**src/rtl/vend_pkg.sv**
```systemverilog
// Shared definitions for the vending sequencer: coin codes, FSM states, coin valuation.
package vend_pkg;

    localparam logic [2:0] COIN_NONE = 3'b000;
    localparam logic [2:0] COIN_Q    = 3'b001;
    localparam logic [2:0] COIN_F    = 3'b010;
    localparam logic [2:0] COIN_D    = 3'b100;

    typedef enum logic [2:0] {
        StIdle,
        StCredit,
        StVend,
        StChange,
        StFault
    } vend_state_t;

    // Value of a coin code in quarters; 0 marks an illegal or empty code.
    function automatic logic [2:0] coin_value(input logic [2:0] code);
        logic [2:0] val;
        case (code)
            COIN_Q:  val = 3'd1;
            COIN_F:  val = 3'd2;
            COIN_D:  val = 3'd4;
            default: val = 3'd0;
        endcase
        return val;
    endfunction

endpackage

```
**src/rtl/vend_credit_acc.sv**
```systemverilog
// Credit register: adds accepted coins, subtracts a vend price, steps down on each eject.
module vend_credit_acc
    import vend_pkg::*;
#(
    parameter int unsigned MAX_CREDIT = 8,
    parameter int unsigned CW         = $clog2(MAX_CREDIT + 1)
) (
    input  logic          clk,
    input  logic          reset,
    input  logic [2:0]    coin_i,
    input  logic          coin_ok_i,
    input  logic          sub_en_i,
    input  logic [CW-1:0] sub_amt_i,
    input  logic          dec_en_i,
    output logic [CW-1:0] credit_o,
    output logic [CW-1:0] credit_coin_o,
    output logic          coin_rej_o
);

    logic [CW-1:0] credit_q, credit_d;
    logic          coin_rej_q, coin_rej_d;
    logic [CW-1:0] credit_coin;
    logic [CW:0]   sum;
    logic [2:0]    val;
    logic          add_ok;

    // Coin first, then any same-cycle vend price comes out of the updated credit.
    always_comb begin
        val         = coin_value(coin_i);
        sum         = {1'b0, credit_q} + (CW + 1)'(val);
        add_ok      = coin_ok_i && (val != 3'd0) && (sum <= (CW + 1)'(MAX_CREDIT));
        credit_coin = add_ok ? sum[CW-1:0] : credit_q;
        coin_rej_d  = (coin_i != COIN_NONE) && !add_ok;
        credit_d    = credit_coin;
        if (sub_en_i) begin
            credit_d = credit_coin - sub_amt_i;
        end else if (dec_en_i && (credit_q != '0)) begin
            credit_d = credit_q - CW'(1);
        end
    end

    // Credit and reject pulse registers.
    always_ff @(posedge clk or posedge reset) begin
        if (reset) begin
            credit_q   <= '0;
            coin_rej_q <= 1'b0;
        end else begin
            credit_q   <= credit_d;
            coin_rej_q <= coin_rej_d;
        end
    end

    assign credit_o      = credit_q;
    assign credit_coin_o = credit_coin;
    assign coin_rej_o    = coin_rej_q;

endmodule

```
**src/rtl/vend_sequencer.sv**
```systemverilog
// Vending transaction sequencer: credit, selection, dispense handshake and change return.
module vend_sequencer
    import vend_pkg::*;
#(
    parameter int unsigned NUM_PROD   = 4,
    parameter int unsigned MAX_CREDIT = 8,
    parameter int unsigned DISP_TO    = 255,
    localparam int unsigned IW        = (NUM_PROD > 1) ? $clog2(NUM_PROD) : 1,
    localparam int unsigned CW        = $clog2(MAX_CREDIT + 1)
) (
    input  logic                  clk,
    input  logic                  reset,
    input  logic [2:0]            coin,
    input  logic                  sel_valid,
    input  logic [IW-1:0]         sel_id,
    input  logic                  cancel,
    input  logic [NUM_PROD*4-1:0] price_tbl,
    output logic                  disp_req,
    output logic [IW-1:0]         disp_id,
    input  logic                  disp_done,
    output logic                  eject_req,
    input  logic                  eject_ack,
    output logic [CW-1:0]         credit,
    output logic                  coin_rej,
    output logic                  sel_rej,
    output logic                  fault
);

    localparam int unsigned TW   = $clog2(DISP_TO + 1);
    localparam int unsigned CmpW = (CW > 4) ? CW : 4;

    vend_state_t   state_q, state_d;
    logic          disp_req_q, disp_req_d;
    logic [IW-1:0] disp_id_q, disp_id_d;
    logic          eject_req_q, eject_req_d;
    logic          sel_rej_q, sel_rej_d;
    logic          fault_q, fault_d;
    logic [TW-1:0] to_cnt_q, to_cnt_d;

    logic          accept_st;
    logic [3:0]    sel_price;
    logic          sel_ok;
    logic [CW-1:0] credit_coin;

    assign accept_st = (state_q == StIdle) || (state_q == StCredit);

    // Price lookup; ids beyond the table read as price 0 and are refused.
    always_comb begin
        sel_price = '0;
        for (int i = 0; i < NUM_PROD; i++) begin
            if (sel_id == IW'(i)) begin
                sel_price = price_tbl[4*i +: 4];
            end
        end
        sel_ok = accept_st && sel_valid && (32'(sel_id) < NUM_PROD) && (sel_price != 4'd0) &&
                 (CmpW'(credit_coin) >= CmpW'(sel_price));
    end

    vend_credit_acc #(
        .MAX_CREDIT (MAX_CREDIT),
        .CW         (CW)
    ) u_credit (
        .clk           (clk),
        .reset         (reset),
        .coin_i        (coin),
        .coin_ok_i     (accept_st),
        .sub_en_i      (sel_ok),
        .sub_amt_i     (CW'(sel_price)),
        .dec_en_i      ((state_q == StChange) && eject_ack),
        .credit_o      (credit),
        .credit_coin_o (credit_coin),
        .coin_rej_o    (coin_rej)
    );

    // Next-state and registered-output decode.
    always_comb begin
        state_d     = state_q;
        disp_req_d  = disp_req_q;
        disp_id_d   = disp_id_q;
        eject_req_d = eject_req_q;
        sel_rej_d   = 1'b0;
        fault_d     = fault_q;
        to_cnt_d    = to_cnt_q;
        unique case (state_q)
            StIdle, StCredit: begin
                if (sel_valid) begin
                    if (sel_ok) begin
                        state_d    = StVend;
                        disp_req_d = 1'b1;
                        disp_id_d  = sel_id;
                        to_cnt_d   = '0;
                    end else begin
                        sel_rej_d = 1'b1;
                        state_d   = (credit_coin != '0) ? StCredit : StIdle;
                    end
                end else if (cancel && (state_q == StCredit)) begin
                    state_d     = StChange;
                    eject_req_d = 1'b1;
                end else begin
                    state_d = (credit_coin != '0) ? StCredit : StIdle;
                end
            end
            StVend: begin
                if (disp_done) begin
                    disp_req_d = 1'b0;
                    if (credit != '0) begin
                        state_d     = StChange;
                        eject_req_d = 1'b1;
                    end else begin
                        state_d = StIdle;
                    end
                end else if (to_cnt_q == TW'(DISP_TO - 1)) begin
                    state_d    = StFault;
                    disp_req_d = 1'b0;
                    fault_d    = 1'b1;
                end else begin
                    to_cnt_d = to_cnt_q + TW'(1);
                end
            end
            StChange: begin
                // Last quarter out: request drops together with credit reaching 0.
                if (eject_ack && (credit == CW'(1))) begin
                    state_d     = StIdle;
                    eject_req_d = 1'b0;
                end
            end
            StFault: begin
                fault_d = 1'b1;
            end
            default: begin
                state_d = StIdle;
            end
        endcase
    end

    // FSM state and registered outputs.
    always_ff @(posedge clk or posedge reset) begin
        if (reset) begin
            state_q     <= StIdle;
            disp_req_q  <= 1'b0;
            disp_id_q   <= '0;
            eject_req_q <= 1'b0;
            sel_rej_q   <= 1'b0;
            fault_q     <= 1'b0;
            to_cnt_q    <= '0;
        end else begin
            state_q     <= state_d;
            disp_req_q  <= disp_req_d;
            disp_id_q   <= disp_id_d;
            eject_req_q <= eject_req_d;
            sel_rej_q   <= sel_rej_d;
            fault_q     <= fault_d;
            to_cnt_q    <= to_cnt_d;
        end
    end

    assign disp_req  = disp_req_q;
    assign disp_id   = disp_id_q;
    assign eject_req = eject_req_q;
    assign sel_rej   = sel_rej_q;
    assign fault     = fault_q;

endmodule

```
**config.mk**
```make
export PLATFORM = sky130hd
export DESIGN_NAME = vend_sequencer
export DESIGN_NICKNAME = d
export VERILOG_FILES = /design/src/rtl/vend_pkg.sv /design/src/rtl/vend_credit_acc.sv /design/src/rtl/vend_sequencer.sv
export SDC_FILE = /design/constraint.sdc
export NUM_CORES = 1
export LEC_CHECK = 0
export BUFFER_PORTS_ARGS = -buffer_cell sky130_fd_sc_hd__buf_2
export CORE_MARGIN = 2
export CORE_UTILIZATION = 45
export CTS_CLUSTER_SIZE = 14
export DETAILED_ROUTE_END_ITERATION = 10
export PLACE_DENSITY = 0.77
export SYNTH_ARGS = -nofsm -noshare
export SYNTH_HDL_FRONTEND = slang
export SYNTH_SLANG_ARGS = --single-unit
```
**constraint.sdc**
```tcl
create_clock -name clk -period 5.35 [get_ports clk]
set_clock_uncertainty 0.15 [all_clocks]
set_input_delay 0.2675 -clock clk [delete_from_list [all_inputs] [get_ports clk]]
set_output_delay 0.2675 -clock clk [all_outputs]
set_load 0.01 [all_outputs]
```
# Yosys cells after proc, flatten, opt, wreduce, memory -nomap -nowiden
# Index checks and enable logic that the tools add are counted.
# totals
ff_bits	22
inputBits	27
out_inout_bits	11
word_cells	107
# op_classes
add_sub_neg	4
order_cmp	2
n_eq_ne	23
n_mux	39
bitwise	1
reduce_logical	29
# op_table
cell	count
two-way mux 8 bit	4
two-way mux 4 bit	7
!= test 2 bit, second input constant	9
one-hot mux 8 bit (2 select lines)	1
two-way mux 1 bit	15
two-way mux 3 bit	4
one-hot mux 3 bit (4 select lines)	1
nonzero test 4 bit	3
logical AND 1 bit	10
== test 3 x 2 -> 1 bit, second input constant	3
one-hot mux 3 bit (3 select lines)	1
AND reduction 3 bit	3
nonzero test 3 bit	3
adder 8 x 1 -> 8 bit, second input constant	1
== test 8 bit, second input constant	1
== test 3 x 1 -> 1 bit, second input constant	2
== test 3 bit, second input constant	2
two-way mux 2 bit	3
AND reduction 6 bit	1
adder 4 x 3 -> 5 bit	1
less-or-equal comparator 5 x 4 -> 1 bit, second input constant	1
AND reduction 5 bit	1
== test 2 bit, second input constant	2
== test 4 x 1 -> 1 bit, second input constant	1
16 further kinds	18

# Depth between registers and ports, before layout
# Gate-level depths: netlist (run 1).
# depth
ltp_word	11
depth_mapped	19
ltp_nobuf	18

# Modules after synthesis
# From an unflattened synthesis (run 1), not the netlist that was laid out.
# hier_totals
cells_unflattened	194
hier_area_um2	1824.2
# modules_own_cells
mod	n_inst	cells_per_inst	area_each_um2	seq_area_each_um2
vend_sequencer	1	101	1054.8	425.4
vend_credit_acc	1	93	769.5	125.1

# Worst setup path before layout (run 1)
# Ideal clock, no wire load.
# synth_path
kind	input-to-reg
from	input coin[0]
to	register state_q[1]
setup_ns	0.129
t_arrival_ns	4.125
t_required_ns	5.071
slack_ns	0.947
path_stages	15
n_path_buf	0
cell_sequence	or3b_1 fa_1 xnor2_1 o32ai_1 o211ai_2 mux2i_1 ha_1 inv_1 fa_1 a21o_1 and2_1 and3_2 o21ai_0 a31oi_4 a2111o_1
# synth_via
elab_chain_cells	11
word_cells_on_any_way	15
classes_between	add/sub (1); order compare (2); eq/ne (3); mux (5); reduce/logical (4)
# synth_lines
element	line_no	source
start, declared	vend_sequencer.sv:13	input logic [2:0] coin,
== test 3 bit, or another cell as far along	vend_pkg.sv:20	case (code)
one-hot mux 3 bit (3 select lines) *	vend_pkg.sv:20	
adder 4 x 3 -> 5 bit / nonzero test 3 bit (equally long branches)	vend_credit_acc.sv:30, vend_credit_acc.sv:31	
less-or-equal comparator 5 x 4 -> 1 bit / logical AND 1 bit (equally long branches)	vend_credit_acc.sv:31	add_ok = coin_ok_i && (val != 3'd0) && (sum <= (CW + 1)'(MAX_CREDIT));
logical AND 1 bit	vend_credit_acc.sv:31	
two-way mux 4 bit *	vend_credit_acc.sv:32	credit_coin = add_ok ? sum[CW-1:0] : credit_q;
>= comparator 4 bit *	vend_sequencer.sv:56	(CmpW'(credit_coin) >= CmpW'(sel_price));
logical AND 1 bit *	vend_sequencer.sv:55	sel_ok = accept_st && sel_valid && (32'(sel_id) < NUM_PROD) && (sel_price != 4'd0) &&
two-way mux 2 bit *	vend_sequencer.sv:87	if (sel_ok) begin
two-way mux 3 bit *	vend_sequencer.sv:86	if (sel_valid) begin
one-hot mux 3 bit (4 select lines) *	vend_sequencer.sv:84	unique case (state_q)
end signal, assigned	vend_sequencer.sv:139	state_q <= StIdle;
end signal, assigned	vend_sequencer.sv:147	state_q <= state_d;
end, declared	vend_sequencer.sv:32	vend_state_t state_q, state_d;
# Every way passes the cells marked *; elsewhere a longest branch is shown, timed or not.
# A chain may end at the register's enable or synchronous reset.

# Worst setup path in the final report (run 1)
# layout_path
from	register u_credit.credit_q[0] (netlist: u_credit.credit_o[0])
to	register state_q[1]
# layout_via
elab_chain_cells	9
word_cells_on_any_way	16
classes_between	add/sub (1); order compare (2); eq/ne (2); mux (6); reduce/logical (5)
# layout_lines
element	line_no	source
start, declared	vend_credit_acc.sv:20	logic [CW-1:0] credit_q, credit_d;
start signal, assigned	vend_credit_acc.sv:48	credit_q <= credit_d;
adder 4 x 3 -> 5 bit	vend_credit_acc.sv:30	sum = {1'b0, credit_q} + (CW + 1)'(val);
less-or-equal comparator 5 x 4 -> 1 bit	vend_credit_acc.sv:31	
logical AND 1 bit	vend_credit_acc.sv:31	
two-way mux 4 bit	vend_credit_acc.sv:32	
>= comparator 4 bit	vend_sequencer.sv:56	
logical AND 1 bit	vend_sequencer.sv:55	
two-way mux 2 bit	vend_sequencer.sv:87	
two-way mux 3 bit	vend_sequencer.sv:86	
one-hot mux 3 bit (4 select lines)	vend_sequencer.sv:84	
# Parallel ways exist; a longest one is shown, timed or not.

==> results of run 1 <==
-- registers in the layout, summed over array words and instances (netlist names) --
register	cells
fault	1
to_cnt_q	8
eject_req	1
u_credit.credit_o	4
sel_rej	1
state_q	3
disp_id	2
u_credit.coin_rej_o	1
disp_req	1
-- logic make-up after synthesis --
logic type / share of synthesized area
buffers and inverters: 0.0427
and+or+nand+nor: 0.190
DFF: 0.330
muxes: 0.113
AOI/OAI and AO/OA: 0.162
xor gates and xnor gates: 0.0577
adders and majority gates: 0.105
-- layer usage --
| layer | vias up | routed length [um] | global-route usage |
|---|---|---|---|
| met4 | 0 | 42 | 0.0426 |
| met2 | 43 | 1560 | 0.278 |
| met5 | - | 0 | 0 |
| li1 | 710 | - | - |
| met3 | 6 | 172 | 0.0434 |
| met1 | 681 | 1520 | 0.219 |
-- through the flow --
stage	power, mW	setup WS [ns]
floorplan	0.667	0.947
global placement	0.787	0.448
detailed placement	0.795	0.340
CTS	0.916	0.520
global route	1.00	0.105
finish	0.912	0.535
-- final timing paths --
check / start / end / slack [ns] / cells past startpoint
setup / recovery: u_credit.credit_o[0]$_DFF_PP0_ / state_q[1]$_DFFE_PP0P_ / 0.53 / 16
hold / removal: reset / to_cnt_q[5]$_DFFE_PP0P_ / 0.004 / 2
setup reg to reg: u_credit.credit_o[0]$_DFF_PP0_ / state_q[1]$_DFFE_PP0P_ / 0.53 / 16
hold reg to reg: fault$_DFFE_PP0P_ / fault$_DFFE_PP0P_ / 0.31 / 1
max in group asynchronous: reset / state_q[2]$_DFFE_PP0P_ / 4.54 / 2
min in group clk: sel_valid / sel_rej$_DFF_PP0_ / 0.11 / 3
-- final cells by class --
class | count | area [um2]
inverter | 13 | 48.8
multi-input combinational | 135 | 1050
clock buffer | 4 | 55.1
tap | 48 | 60.1
timing repair buffer | 37 | 185
fill | 348 | 1660
sequential | 22 | 551
-- power by group through the flow --
stage,registers (mW),clock network (mW),logic (mW)
2_1_floorplan,0.290,0,0.377
3_3_place_gp,0.286,0,0.502
3_5_place_dp,0.286,0,0.508
4_1_cts,0.282,0.120,0.513
5_1_grt,0.293,0.127,0.582
6_report,0.284,0.116,0.512
-- critical path, cell delays in order, from the launching register on --
cell	delay, ns
dfrtp_1	0.47
ha_1	0.21
inv_1	0.05
fa_1	0.39
xnor2_1	0.39
o32ai_1	0.17
o211ai_2	0.38
mux2i_1	0.34
ha_1	0.19
inv_1	0.06
fa_1	0.39
a21o_1	0.19
and2_1	0.16
and3_2	0.20
o21ai_0	0.26
a31oi_4	0.30
a2111o_1	0.41
-- Yosys cell counts (all sizes together) (2+ instances only) --
| master | n |
|---|---|
| xor2 | 6 |
| fa | 2 |
| nor2 | 15 |
| nor3b | 3 |
| and3 | 2 |
| mux2i | 5 |
| a21o | 2 |
| nor3 | 4 |
| and4 | 2 |
| o21ai | 10 |
| mux4 | 4 |
| xnor2 | 5 |
| buf | 2 |
| nand2 | 17 |
| a21oi | 6 |
| nand3b | 2 |
| inv | 13 |
| a211oi | 2 |
| nand3 | 6 |
| a31oi | 4 |
| ha | 10 |
| or3 | 3 |
| o22ai | 2 |
| mux2 | 3 |
| o41ai | 2 |
| dfrtp | 22 |
==> results.cfg, run 1 <==
[status]
status = finished clean

[synthesis]
yosysTopAreaCell = dfrtp_1
synth-seq-cells = 22
synth_area_um2 = 1670
synth_top_cell_area_share = 0.330
syn_area_per_cell_um2 = 9.71
syn_nets = 211
yosys_warnings = 0
ys.flop_type = dfrtp_1
ys_top_cells_by_area = dfrtp_1 33%, ha_1 7.5%, mux4_1 4.7%
async_reset_ff_frac = 1.00
seq_area_frac_synth = 0.330
synth_cell_types = 50
synth_edf_count = 0
synth_cells = 172

[sta]
rsz0062_at_grt = no
fin_hold_ws_ns = 0.00430
timing.fmax_ghz = 0.208
maxSlewViolCount = 0
post-route-period-util = 0.900
finalHoldViolCount = 0
min_period_ns = 4.82
tightest_slew_ns = 0.821
slew_headroom = 0.449
setup_tns_ns = 0
setup_viol = 0

[clock_tree]
cts_resized = 0
numCtsBuffers = 3
htree_levels = 1
cts_tree = yes
postCtsSetupBuffers = 0
ctsLongestPathBuffers = 2
clkSinkCount = 22
clk_pin_slew_ns = 0.07
clock_latency_ns = 0.26
ctsHoldBuffers = 0
cts-root-buf = clkbuf_8

[grt]
antenna_found_initial = 0
overflow = 0
grt_pass1_vias = 1306
grt_pass1_wl_mm = 5.61
grt_max_degree = 23
grt.total_usage = 0.168

[cells_and_area]
fin_util = 0.540
drive_gt1_frac = 0.256
layout.nets = 251
area_delta_synth_final_pct = 16.6
fin_cells = 259
antenna_cells = 0
final_area_um2 = 1950
layout_commonest_cell = buf_2
mostFrequentLayoutCells = 37 x buf_2, 22 x dfrtp_1, 17 x nand2_1

[route]
vias = 1440
drt_iter0_markers = 93
drt_first_pass_iters = 4
drcViolationCount = 0
vias_per_cell = 5.56
wl_mm = 3.30
antenna_left = 0
wl_per_cell_um = 12.7

[power]
p_sw_mw = 0.399
cellPowerDensity_nw_per_um2 = 468
p_clk_frac = 0.127
p_int_mw = 0.513
peakVddDrop_v = 0.000192
swShare = 0.437
p_seq_frac = 0.311
leakage_nw = 0.902
p_comb_frac = 0.562

[worst_hold_path]
hold_class = in2async

[floorplanning]
placementRows = 22
die_area_um2 = 4220
die_w_um = 64.9
coreArea_um2 = 3610
ios = 38
initial_core_util = 0.463
fp.dieH_um = 64.9

[placed_design]
dpl.hpwl_mm = 2.57
dp_cells = 255
place.gp.congestion = 0.846
buffer_ports.inserted = 37
dpl_cell_area_um2 = 1890

[worst_setup_path]
critPathKind = reg2reg
startpoint_type = register
worstSetupEndpointType = register
cp.arrival_ns = 4.81
path_max_fanout = 19
cp.required_ns = 5.35

[flow_run]
cap_violations = 0
Power figures use the tool's default switching activity.
==> inputs of run 2 (changes only) <==
- SYNTH_HIERARCHICAL: default -> 1
==> results.cfg, run 2 <==
[worst_setup_path]
path_max_fanout = 27
crit_start = u_credit/credit_o[0]$_DFF_PP0_
cp.arrival_ns = 4.49
path_cells = ha_1 > fa_1 > nor2_1 > a221oi_1 > o21ai_1 > nand2_1 > mux2_1 > ha_1 > o21ai_0 > a21oi_1 > o211a_2 > nand2_1 > nand3b_1 > nor3_1 > nor3_1
slowest_delay_ns = 0.57
critPathBufInv = 0
startpoint_type = register
critPathKind = reg2reg
rr_startpoint = u_credit/credit_o[0]$_DFF_PP0_
worstSetupEndpointType = register
worst_path_max_delay_cell = fa_1
cp.required_ns = 5.38
crit_family = compound AO/OA/AOI/OAI gates

[synthesis]
syn_area_per_cell_um2 = 9.40
synth_cell_types = 59
synth-seq-cells = 22
synth_edf_count = 0
synth_cells = 194
synthTopCellsByCount = 22 x dfrtp_1, 14 x inv_1, 13 x ha_1, 13 x nand2_1, 13 x nor2_1
synth_top_cell_area_share = 0.302
ys_top_cells_by_area = dfrtp_1 30%, ha_1 8.9%, mux4_2 4.9%
async_reset_ff_frac = 1.00
yosysMostFrequentCell = dfrtp_1
ys.flop_type = dfrtp_1
seq_area_frac_synth = 0.302
yosys_warnings = 6
syn_nets = 236
yosysTopAreaCell = dfrtp_1
synth_area_um2 = 1820

[floorplanning]
initial_core_util = 0.463
coreArea_um2 = 3940
die_area_um2 = 4580
die_w_um = 67.7
fp.dieH_um = 67.7
ios = 38
placementRows = 23

[clock_tree]
cts-root-buf = clkbuf_8
cts_tree = yes
postCtsSetupBuffers = 0
numCtsBuffers = 3
clkSinkCount = 22
clk_pin_slew_ns = 0.08
ctsHoldBuffers = 1
htree_levels = 1
clock_latency_ns = 0.27
cts_resized = 0
ctsLongestPathBuffers = 2

[flow_run]
cap_violations = 0

[worst_hold_path]
min-delay-start = coin[0]
hold_class = in2reg

[grt]
antenna_found_initial = 0
grt_max_degree = 28
overflow = 0
grt_pass1_wl_mm = 7.21
grt.total_usage = 0.209
grt_pass1_vias = 1602

[sta]
tightest_slew_ns = 0.653
post-route-period-util = 0.835
min_period_ns = 4.47
setup_tns_ns = 0
setup_viol = 0
fin_hold_ws_ns = 0.160
finalHoldViolCount = 0
maxSlewViolCount = 0
rsz0062_at_grt = no
slew_headroom = 0.563
timing.fmax_ghz = 0.224

[route]
drcViolationCount = 0
antenna_left = 0
drt_iter0_markers = 99
wl_per_cell_um = 15.1
vias = 1645
drt_first_pass_iters = 5
wl_mm = 4.26
vias_per_cell = 5.83

[cells_and_area]
antenna_cells = 0
largest_register = to_cnt_q
largest_reg_flops = 8
fin_cells = 282
layout_commonest_cell = buf_2
num-fill-cells = 360
drive_gt1_frac = 0.233
layout.nets = 275
area_delta_synth_final_pct = 17.1
mostFrequentLayoutCells = 37 x buf_2, 22 x dfrtp_1, 14 x inv_1

[status]
status = finished clean

[power]
peakVddDrop_v = 0.000179
cellPowerDensity_nw_per_um2 = 175
leakage_nw = 1.02

[placed_design]
place.gp.congestion = 0.884
dpl.hpwl_mm = 3.37
buffer_ports.inserted = 37
dp_cells = 277
[run 2: changes by cell type after synthesis, sizes merged, moves of 3 or more]
cell	delta
xnor2	-3
nand4	+4
nand2b	+4
mux2i	-4
nand2	-4
xor2	+3
a31oi	-3
ha	+3
o31ai	+4
[run 2: path summary, 6_finish.rpt]
| kind | end | slack [ns] | cells after the start |
|---|---|---|---|
| setup / recovery | u_credit/credit_o[1]$_DFF_PP0_ | 0.88 | 15 |
| hold / removal | u_credit/coin_rej_o$_DFF_PP0_ | 0.16 | 2 |
| setup reg to reg | u_credit/credit_o[1]$_DFF_PP0_ | 0.88 | 15 |
| hold reg to reg | fault$_DFFE_PP0P_ | 0.33 | 1 |
| max in group asynchronous | eject_req$_DFFE_PP0P_ | 4.14 | 3 |
| min in group asynchronous | u_credit/credit_o[1]$_DFF_PP0_ | 0.31 | 3 |
[run 2: metal layers]
| metal | track usage | vias to the layer above | routed length, um |
|---|---|---|---|
| li1 | - | 803 | - |
| met1 | 0.264 | 761 | 1900 |
| met2 | 0.353 | 67 | 1990 |
| met3 | 0.0250 | 14 | 248 |
| met4 | 0.102 | 0 | 128 |
| met5 | 0 | - | 0 |
[run 2: cell type report]
| class | instances | area, um2 | share of cell area |
|---|---|---|---|
| flip-flops and latches | 22 | 551 | 0.258 |
| well taps | 50 | 62.6 | 0.0293 |
| clock buffers | 3 | 41.3 | 0.0193 |
| multi-input cells | 154 | 1200 | 0.564 |
| repair buffers | 38 | 195 | 0.0914 |
| inverters | 14 | 52.6 | 0.0246 |
| clock inverters | 1 | 30.0 | 0.0141 |
[run 2: power by group]
group          switching (mW)  leakage [nW]  total (mW)  internal, mW
Clock                  0.0569        0.0357       0.157         0.100
Combinational          0.0268         0.711      0.0513        0.0245
Sequential          0.0000752         0.272       0.166         0.166
Total                  0.0839          1.02       0.375         0.291
[run 2: per-stage QoR]
step           instance area [um2]  utilization  power, mW  setup WS, ns
3_3_place_gp                  2050        0.521      0.219          1.08
5_1_grt                       2140        0.542      0.393         0.431
2_1_floorplan                 1820            -      0.201          1.18
4_1_cts                       2140        0.542      0.379         0.942
3_5_place_dp                  2050        0.521      0.221         0.964
6_report                      2140        0.542      0.375         0.884
[run 2: cell families (layout without fill, tap and decap cells)]
| group | Yosys count | count (layout) | synth area share |
|---|---|---|---|
| XOR/XNOR | 11 | 11 | 0.0528 |
| AO/OA/AOI/OAI | 49 | 49 | 0.201 |
| AND/OR/NAND/NOR | 70 | 70 | 0.215 |
| buffers and inverters | 18 | 56 | 0.0384 |
| multiplexers | 9 | 9 | 0.0796 |
| adder cells (fa/ha/maj) | 15 | 15 | 0.111 |
| flip-flops | 22 | 22 | 0.302 |
[run 2: worst reg2reg max path, delay by kind of cell (launching register included)]
kind | cells | cell delay [ns]
AOI/OAI and AO/OA | 5 | 1.29
adders and majority gates | 3 | 1.16
DFF | 1 | 0.49
muxes | 1 | 0.42
and+or+nand+nor | 6 | 0.87
==> inputs of run 3 (changes only) <==
- PLACE_DENSITY: 0.77 -> 0.79
- clock period: 5.35 -> 4 ns (I/O delays scaled with it)
==> results.cfg, run 3 (synthesized netlist as in run 2, its figures left out) <==
[cells_and_area]
largest_register = to_cnt_q
mostFrequentLayoutCells = 37 x buf_2, 22 x dfrtp_1, 14 x inv_1
layout_commonest_cell = buf_2
layout.nets = 285
drive_gt1_frac = 0.293
area_delta_synth_final_pct = 23.3
largest_reg_flops = 8
antenna_cells = 0

[route]
drt_first_pass_iters = 5
vias_per_cell = 5.86
vias = 1711
antenna_left = 0
wl_per_cell_um = 15.3
wl_mm = 4.46
drcViolationCount = 0
drt_iter0_markers = 120

[sta]
min_period_ns = 3.85
layout_setup_ws_ns = 0.152
timing.fmax_ghz = 0.260
setup_viol = 0
slew_headroom = 0.486
maxSlewViolCount = 0
finalHoldViolCount = 0
post-route-period-util = 0.962
rsz0062_at_grt = no
tightest_slew_ns = 0.769

[grt]
overflow = 0
grt_pass1_vias = 1639
antenna_found_initial = 0
grt_max_degree = 18
grt.total_usage = 0.198
grt_pass1_wl_mm = 6.97

[worst_setup_path]
cp.arrival_ns = 3.86
worstSetupEndpointType = register
cp.required_ns = 4.02
critPathKind = reg2reg
path_max_fanout = 16
startpoint_type = register
reg2reg_depth = 15

[placed_design]
buffer_ports.inserted = 37
dpl.hpwl_mm = 3.36
place.gp.congestion = 0.906
pre_cts_slack_ns = -0.102

[floorplanning]
initial_core_util = 0.463
die_area_um2 = 4580
placementRows = 23
fp.dieH_um = 67.7
ios = 38
coreArea_um2 = 3940
die_w_um = 67.7

[power]
peakVddDrop_v = 0.000166
cellPowerDensity_nw_per_um2 = 224
power.total_mw = 0.505
leakage_nw = 1.08

[worst_hold_path]
hold_depth = 2
hold_class = in2reg

[status]
status = finished clean

[clock_tree]
clk_pin_slew_ns = 0.08
clkSinkCount = 22
numCtsBuffers = 3
ctsLongestPathBuffers = 2
cts-root-buf = clkbuf_8
htree_levels = 1
cts_tree = yes
clock_latency_ns = 0.26

[flow_run]
cap_violations = 0
run 3: what timing repair did:
action,4_1_cts,5_1_grt
hold buffers,1,0
hold endpoints to repair,22,0
setup buffers,0,1
gates resized for setup,1,8
setup endpoints to repair,1,16
pin swaps,1,2
run 3: cell type report:
cell class | count | area (um2)
multi-input cells | 154 | 1240
clock buffers | 3 | 41.3
repair buffers | 48 | 270
flip-flops and latches | 22 | 551
fillers | 339 | 1690
inverters | 14 | 52.6
clock inverters | 1 | 30.0
well taps | 50 | 62.6
run 3: worst max-delay path, cell delays in order, from the launching register on:
cell	delay [ns]
dfrtp_1	0.40
ha_1	0.23
fa_2	0.57
nor2_1	0.07
a221oi_2	0.28
o21ai_2	0.10
nand2_2	0.15
mux2_1	0.36
inv_1	0.07
ha_1	0.22
o21ai_0	0.16
a21oi_1	0.11
o211a_4	0.31
or3_1	0.36
o311a_1	0.13
o311ai_1	0.09
run 3: power breakdown:
group          leakage [nW]  total (mW)  switching, mW  internal (mW)
Clock                0.0357       0.210         0.0766          0.134
Sequential            0.272       0.223       0.000129          0.223
Combinational         0.773      0.0718         0.0377         0.0341
run 3: path summary, 6_finish.rpt:
kind	startpoint	endpoint	slack, ns
worst max-delay path	u_credit/credit_o[0]$_DFF_PP0_	u_credit/credit_o[0]$_DFF_PP0_	0.15
worst min-delay path	coin[0]	u_credit/coin_rej_o$_DFF_PP0_	0.09
worst max register to register	u_credit/credit_o[0]$_DFF_PP0_	u_credit/credit_o[0]$_DFF_PP0_	0.15
worst min register to register	fault$_DFFE_PP0P_	fault$_DFFE_PP0P_	0.32
max in group asynchronous	reset	to_cnt_q[0]$_DFFE_PP0P_	2.85
min in group asynchronous	reset	u_credit/credit_o[2]$_DFF_PP0_	0.24
run 3: metrics by stage:
| step | util | setup TNS [ns] | cell area, um2 | hold slack, ns | cells |
|---|---|---|---|---|---|
| 3_5_place_dp | 0.539 | -0.331 | 2120 | -0.0248 | 286 |
| 2_1_floorplan | - | 0 | 1830 | -0.171 | 194 |
| 5_1_grt | 0.571 | 0 | 2250 | 0.0870 | 292 |
| 3_3_place_gp | 0.539 | 0 | 2120 | -0.0263 | 286 |
| 4_1_cts | 0.560 | 0 | 2210 | 0.0894 | 291 |
| 6_report | 0.571 | 0 | 2250 | 0.0938 | 292 |
run 3: routing by layer:
metal / wire, um / GRT usage / share of wire / vias up
met1: 2040 / 0.249 / 0.46 / 809
met5: 0 / 0 / 0 / -
met3: 255 / 0.0250 / 0.057 / 8
li1: - / - / - / 827
met2: 2100 / 0.350 / 0.47 / 67
met4: 72 / 0.0612 / 0.016 / 0
